`config.mk`:
```
export PLATFORM = sky130hd
export DESIGN_NAME = pipe_trace_buffer_flat
export DESIGN_NICKNAME = d
export VERILOG_FILES = /design/src/rtl/pipe_trace_buffer_if.sv /design/src/rtl/pipe_trace_buffer.sv /design/src/flat_wrapper.sv
export SDC_FILE = /design/constraint.sdc
export NUM_CORES = 2
export LEC_CHECK = 0
export ABC_AREA = 1
export BUFFER_PORTS_ARGS = -buffer_cell sky130_fd_sc_hd__buf_2
export CAP_MARGIN = 20
export CORE_AREA = 2 2 550 552
export DETAILED_ROUTE_END_ITERATION = 10
export DIE_AREA = 0 0 552 554
export GPL_ROUTABILITY_DRIVEN = 0
export PLACE_DENSITY = 0.55
export REMOVE_ABC_BUFFERS = 1
export SLEW_MARGIN = 20
export SYNTH_ARGS = -nofsm -noshare
export SYNTH_HDL_FRONTEND = slang
export SYNTH_SLANG_ARGS = --single-unit
```
`constraint.sdc`:
```
create_clock -name Clk -period 10.2 [get_ports Clk]
set_clock_uncertainty 0.05 [all_clocks]
set_input_delay 1.02 -clock Clk [delete_from_list [all_inputs] [get_ports Clk]]
set_output_delay 1.02 -clock Clk [all_outputs]
set_load 0.1 [all_outputs]
```
`src/rtl/pipe_trace_buffer_if.sv`:
```
// Bus bundle for pipe_trace_buffer: capture controls, stage snapshots, readback and status.
interface pipe_trace_buffer_if #(
    parameter int NUM_STAGES = 4,
    parameter int STAGE_W    = 32,
    parameter int PTR_W      = 4
);
    logic                          arm;
    logic                          trigIn;
    logic [NUM_STAGES-1:0]         stageValid;
    logic [NUM_STAGES*STAGE_W-1:0] stageData;
    logic [PTR_W-1:0]              rdAddr;
    logic [NUM_STAGES*STAGE_W-1:0] rdData;
    logic                          rdValid;
    logic [1:0]                    state;
    logic [PTR_W-1:0]              trigPtr;
    logic [PTR_W:0]                count;

    modport master (
        output arm, trigIn, stageValid, stageData, rdAddr,
        input  rdData, rdValid, state, trigPtr, count
    );

    modport slave (
        input  arm, trigIn, stageValid, stageData, rdAddr,
        output rdData, rdValid, state, trigPtr, count
    );
endinterface

```
`src/rtl/pipe_trace_buffer.sv`:
```
// Circular trace buffer of masked pipeline-stage snapshots, frozen a fixed window after a trigger.
// Optional macro TRACE_DEDUP_EN: skip writing an entry identical to the last one written.
module pipe_trace_buffer #(
    parameter int NUM_STAGES = 4,
    parameter int STAGE_W    = 32,
    parameter int DEPTH      = 16,
    parameter int PTR_W      = 4,
    parameter int POST_TRIG  = 8
) (
    input logic              Clk,
    input logic              Rst_n,
    pipe_trace_buffer_if.slave bus
);
    localparam int ENTRY_W = NUM_STAGES * STAGE_W;
    localparam logic [1:0] S_IDLE  = 2'd0;
    localparam logic [1:0] S_ARMED = 2'd1;
    localparam logic [1:0] S_POST  = 2'd2;
    localparam logic [1:0] S_DONE  = 2'd3;
    localparam logic [PTR_W:0]   FULL      = (PTR_W+1)'(DEPTH);
    localparam logic [PTR_W-1:0] POST_INIT = PTR_W'(POST_TRIG);

    logic [ENTRY_W-1:0] mem [DEPTH];

    logic [1:0]         state_q;
    logic [PTR_W-1:0]   wr_ptr;
    logic [PTR_W-1:0]   post_cnt;
    logic [PTR_W-1:0]   trig_slot;
    logic [PTR_W:0]     cnt;
    logic [ENTRY_W-1:0] entry;
    logic [ENTRY_W-1:0] rd_data_p1;
    logic               rd_vld_p1;
    logic               capturing;
    logic               qual;
    logic               trig_hit;
    logic               dup;
    logic               wr_en;
    logic [PTR_W-1:0]   oldest;
    logic [PTR_W-1:0]   rd_phys;

    // Invalid stage slices are stored as zero bubbles
    always_comb begin
        entry = '0;
        for (int i = 0; i < NUM_STAGES; i++) begin
            if (bus.stageValid[i])
                entry[i*STAGE_W +: STAGE_W] = bus.stageData[i*STAGE_W +: STAGE_W];
        end
    end

    assign capturing = (state_q == S_ARMED) || (state_q == S_POST);
    assign qual      = |bus.stageValid;
    assign trig_hit  = (state_q == S_ARMED) && bus.trigIn && !bus.arm;

`ifdef TRACE_DEDUP_EN
    logic [ENTRY_W-1:0] last_entry;
    logic               have_last;

    assign dup = have_last && (entry == last_entry) && !trig_hit;

    always_ff @(posedge Clk or negedge Rst_n) begin
        if (!Rst_n)
            have_last <= 1'b0;
        else if (bus.arm)
            have_last <= 1'b0;
        else if (wr_en)
            have_last <= 1'b1;
    end

    always_ff @(posedge Clk) begin
        if (wr_en)
            last_entry <= entry;
    end
`else
    assign dup = 1'b0;
`endif

    // The trigger entry is written even when no stage is valid
    assign wr_en = capturing && !bus.arm && (qual || trig_hit) && !dup;

    always_ff @(posedge Clk) begin
        if (wr_en)
            mem[wr_ptr] <= entry;
    end

    always_ff @(posedge Clk or negedge Rst_n) begin
        if (!Rst_n) begin
            state_q   <= S_IDLE;
            wr_ptr    <= '0;
            cnt       <= '0;
            post_cnt  <= '0;
            trig_slot <= '0;
        end else if (bus.arm) begin
            state_q  <= S_ARMED;
            wr_ptr   <= '0;
            cnt      <= '0;
            post_cnt <= '0;
        end else if (wr_en) begin
            wr_ptr <= wr_ptr + 1'b1;
            if (cnt != FULL)
                cnt <= cnt + 1'b1;
            if (trig_hit) begin
                trig_slot <= wr_ptr;
                if (POST_TRIG == 0) begin
                    state_q <= S_DONE;
                end else begin
                    state_q  <= S_POST;
                    post_cnt <= POST_INIT;
                end
            end else if (state_q == S_POST) begin
                post_cnt <= post_cnt - 1'b1;
                if (post_cnt == PTR_W'(1))
                    state_q <= S_DONE;
            end
        end
    end

    // Logical index 0 maps to the oldest surviving entry; wrap is implicit in PTR_W arithmetic
    assign oldest  = wr_ptr - cnt[PTR_W-1:0];
    assign rd_phys = oldest + bus.rdAddr;

    // ---- read stage p1 ----
    always_ff @(posedge Clk or negedge Rst_n) begin
        if (!Rst_n) begin
            rd_data_p1 <= '0;
            rd_vld_p1  <= 1'b0;
        end else if ((state_q == S_DONE) && ({1'b0, bus.rdAddr} < cnt)) begin
            rd_data_p1 <= mem[rd_phys];
            rd_vld_p1  <= 1'b1;
        end else begin
            rd_data_p1 <= '0;
            rd_vld_p1  <= 1'b0;
        end
    end

    assign bus.rdData  = rd_data_p1;
    assign bus.rdValid = rd_vld_p1;
    assign bus.state   = state_q;
    assign bus.trigPtr = trig_slot - oldest;
    assign bus.count   = cnt;
endmodule

```
`src/flat_wrapper.sv`:
```
// flat-port wrapper written by rule: the top's interface ports become plain ports
module pipe_trace_buffer_flat 
#(
    parameter int NUM_STAGES = 4,
    parameter int STAGE_W    = 32,
    parameter int DEPTH      = 16,
    parameter int PTR_W      = 4,
    parameter int POST_TRIG  = 8
)
  (Clk, Rst_n, bus_arm, bus_trigIn, bus_stageValid, bus_stageData, bus_rdAddr, bus_rdData, bus_rdValid, bus_state, bus_trigPtr, bus_count);
  pipe_trace_buffer_if #(.NUM_STAGES(NUM_STAGES), .STAGE_W(STAGE_W), .PTR_W(PTR_W)) bus_i ();
  input logic Clk;
  input logic Rst_n;
  input wire logic [$bits(bus_i.arm)-1:0] bus_arm;
  input wire logic [$bits(bus_i.trigIn)-1:0] bus_trigIn;
  input wire logic [$bits(bus_i.stageValid)-1:0] bus_stageValid;
  input wire logic [$bits(bus_i.stageData)-1:0] bus_stageData;
  input wire logic [$bits(bus_i.rdAddr)-1:0] bus_rdAddr;
  output wire logic [$bits(bus_i.rdData)-1:0] bus_rdData;
  output wire logic [$bits(bus_i.rdValid)-1:0] bus_rdValid;
  output wire logic [$bits(bus_i.state)-1:0] bus_state;
  output wire logic [$bits(bus_i.trigPtr)-1:0] bus_trigPtr;
  output wire logic [$bits(bus_i.count)-1:0] bus_count;
  assign bus_i.arm = bus_arm;
  assign bus_i.trigIn = bus_trigIn;
  assign bus_i.stageValid = bus_stageValid;
  assign bus_i.stageData = bus_stageData;
  assign bus_i.rdAddr = bus_rdAddr;
  assign bus_rdData = bus_i.rdData;
  assign bus_rdValid = bus_i.rdValid;
  assign bus_state = bus_i.state;
  assign bus_trigPtr = bus_i.trigPtr;
  assign bus_count = bus_i.count;
  pipe_trace_buffer #(.NUM_STAGES(NUM_STAGES), .STAGE_W(STAGE_W), .DEPTH(DEPTH), .PTR_W(PTR_W), .POST_TRIG(POST_TRIG)) u_core (.Clk(Clk), .Rst_n(Rst_n), .bus(bus_i));
endmodule
```
==> summary.txt <==
Placement
  • DP Worst Slack: approximately 4.5 ns
  • IO buf count: 279
  • DP HPWL: 131000 µm
  • Placed cell area: approximately 95000 µm²

Floorplan
  • Ports: 280
  • Chip width: about 550 µm
  • Die H: around 550 µm
  • Initial core utilization: about 30%
  • Core footprint: ~300000 µm²
  • Num rows: approximately 200
  • Die area: approximately 300000 µm²

Synth
  • Post-synthesis mux area share: 0%
  • YS warnings: 0
  • Synth Area in XOR/XNOR: less than 1%
  • Synthesized instance count: approximately 7900
  • Post-synth EDFFs: about 2000
  • Main combinational cell family by area after synthesis: simple AND/OR/NAND/NOR gates
  • Ys flop type: edfxtp_1
  • Seq cells post-synth: between 2000 and 2500
  • Synth Area in Simple Gates: between 20 and 25%
  • Number of distinct library cells after synthesis: 29
  • Synth Area in Adders: 0.389%
  • Synth Cell Area: 89500 µm²
  • Complex-gate fraction of the synthesized area: 1.18%
  • Post-synthesis sequential area ratio: ~73%
  • Synth Area per Inst: around 11 µm²
  • Post-synthesis async set-or-reset flop share: 6.74%

STA
  • Unrepaired setup endpoints after global routing: no
  • Hold slack: approximately 0.061 ns
  • Fmax: about 170 MHz
  • Max Slew Vio Count: 0
  • Final setup violation count: 0
  • Max_slew headroom: 9.76%
  • Final Hold Vio Count: 0
  • Setup ws final: ~4.4 ns
  • Worst Max-Slew Pin Slew: 1.35 ns
  • Fin crit share: 56.9%
  • Final min period: a little under 6 ns

GRT
  • Total track usage: between 15 and 20%
  • Vias in the first global route: about 57000
  • Antenna violations before repair: 27
  • First-pass GRT wire length: about 390000 µm
  • Overflow after GRT: 0
  • Largest net degree at the start of global routing: roughly 230

Layout
  • Commonest non-fill, non-tap cell in the layout: nand2_1
  • Number of fill cells in the layout: 29500
  • Layout cells sized above 1: about a tenth
  • Design area: approximately 100000 µm²
  • Area grow syn2layout: 14.9%
  • Most frequent cells in the layout: nand2_1, edfxtp_1, nand3_1
  • Final #Nets: approximately 8200

Clocking
  • CTS Hold Bufs: 0
  • CTS Root Cell: clkbuf_16
  • Clk sinks: about 2200
  • Num CTS Buffers: 238
  • CTS Buffer Depth: 4
  • Post-CTS Repair Setup Buffers: 0
  • Skew-Pair Late Insertion Delay: 0.94 ns
  • Post-cts sizing count: 0
  • Clock-pin slew on the worst setup and hold paths: roughly 0.06 ns
  • CTS tree: done
  • H-tree Lvls: 4

Critical path
  • CP Cell Sequence: inv_1 -> ha_1 -> inv_1 -> fa_1 -> inv_1 -> fa_4 -> buf_4 -> buf_4 -> buf_4 -> nand3_1 -> nand2_1 -> nand2_1 -> nand2_1 -> nand3_1 -> nand2_1 -> nor2_1
  • Worst setup SP type: register
  • Most used cell, CP: nand2_1
  • WS Path Type: reg2reg
  • Setup crit end kind: register
  • Critical path required time: roughly 11 ns
  • CP max stage cell: fa_4
  • WP data arrival: ~6.5 ns
  • CP peak stage delay: 1.00 ns
  • Worst Path Max Fanout: between 70 and 80

Drt
  • Via-per-instance ratio: 4.84
  • Residual DRC: 0
  • Post-DR wirelength/cell: roughly 22 µm
  • Drt pass-1 iters: 5
  • DRT antenna net count: 0
  • Final WL: between 200000 and 300000 µm
  • Vias: 58900
  • DR iter-0 viols: 5927

Hold path
  • Hold/Removal Path Class: in2async

Run status
  • Status: finished clean

Flow run
  • Max-cap violations: 0
path summary, 6_finish.rpt:
kind	start	to	slack (ns)	cells after the start
max	u_core.wr_ptr[0]	u_core.bus.rdData[89]	4.40	16
min	Rst_n	u_core.bus.rdData[6]	0.06	1
max reg2reg	u_core.wr_ptr[0]	u_core.bus.rdData[89]	4.40	16
min reg2reg	u_core.post_cnt[3]	u_core.post_cnt[3]	0.44	2
max in group asynchronous	Rst_n	u_core.bus.rdData[92]	7.89	3
min in group Clk	bus_arm	u_core.bus.state[1]	0.41	2
synth_stat cells, drive strengths merged, types with 6 or more instances:
master / n / area, µm²
inv: 278 / 1040
clkbuf: 124 / 465
nand2: 3073 / 11500
buf: 359 / 1850
edfxtp: 2048 / 61500
o21ai: 14 / 70.1
or2: 58 / 363
ha: 23 / 288
nand3: 1361 / 6810
a21oi: 138 / 691
o211ai: 36 / 270
xor2: 6 / 60.1
dfrtp: 148 / 3700
nor2: 154 / 578
clkinv: 19 / 71.3
cell type report:
type                       count  area (µm²)  share of cell area [%]
antenna                        7        17.5                  0.0170
inverter                     297        1140                    1.11
multi-input combinational   4879       21000                    20.4
sequential                  2196       65200                    63.4
clock buffer                 323        6640                    6.46
tap                         3958        4950                    4.82
clock inverter               127        1350                    1.31
timing repair buffer         379        2470                    2.40
registers in the layout, indices dropped and copies added (netlist names):
name	count
u_core.post_cnt	4
u_core.bus.state	2
u_core.bus.count	5
u_core.mem	2048
u_core.trig_slot	4
u_core.bus.rdValid	1
u_core.bus.rdData	128
u_core.wr_ptr	4
stage by stage:
| step | TNS [ns] | instances | util (%) |
|---|---|---|---|
| after floorplan | -8948.09 | 7372 | - |
| after global placement | 0 | 11700 | 31.7 |
| after detailed placement | 0 | 11700 | 31.7 |
| after CTS | 0 | 12200 | 34.3 |
| after global routing | 0 | 12200 | 34.3 |
| final | 0 | 12200 | 34.3 |
metal layers:
metal,GRT usage (%),vias up,wire [µm]
li1,-,27100,-
met1,23.2,29300,117000
met2,29.0,2091,130000
met3,2.59,383,18000
met4,4.71,0,6460
met5,0,-,0
critical path: cells and delay by family (launching register included):
family,cells,cell delay (ns)
adders and majority gates,3,1.71
buffers and inverters,6,2.64
DFF,1,0.42
and+or+nand+nor,7,0.68
kinds of logic after synthesis:
logic type	Yosys count
xor+xnor	9
buf+inv	780
fa+ha+maj	26
flops	2196
simple gates	4652
compound gates	192
Power is left out: the tool's default activity adds up to more than one toggle a clock period on the data nets, which glitch-free logic cannot reach.
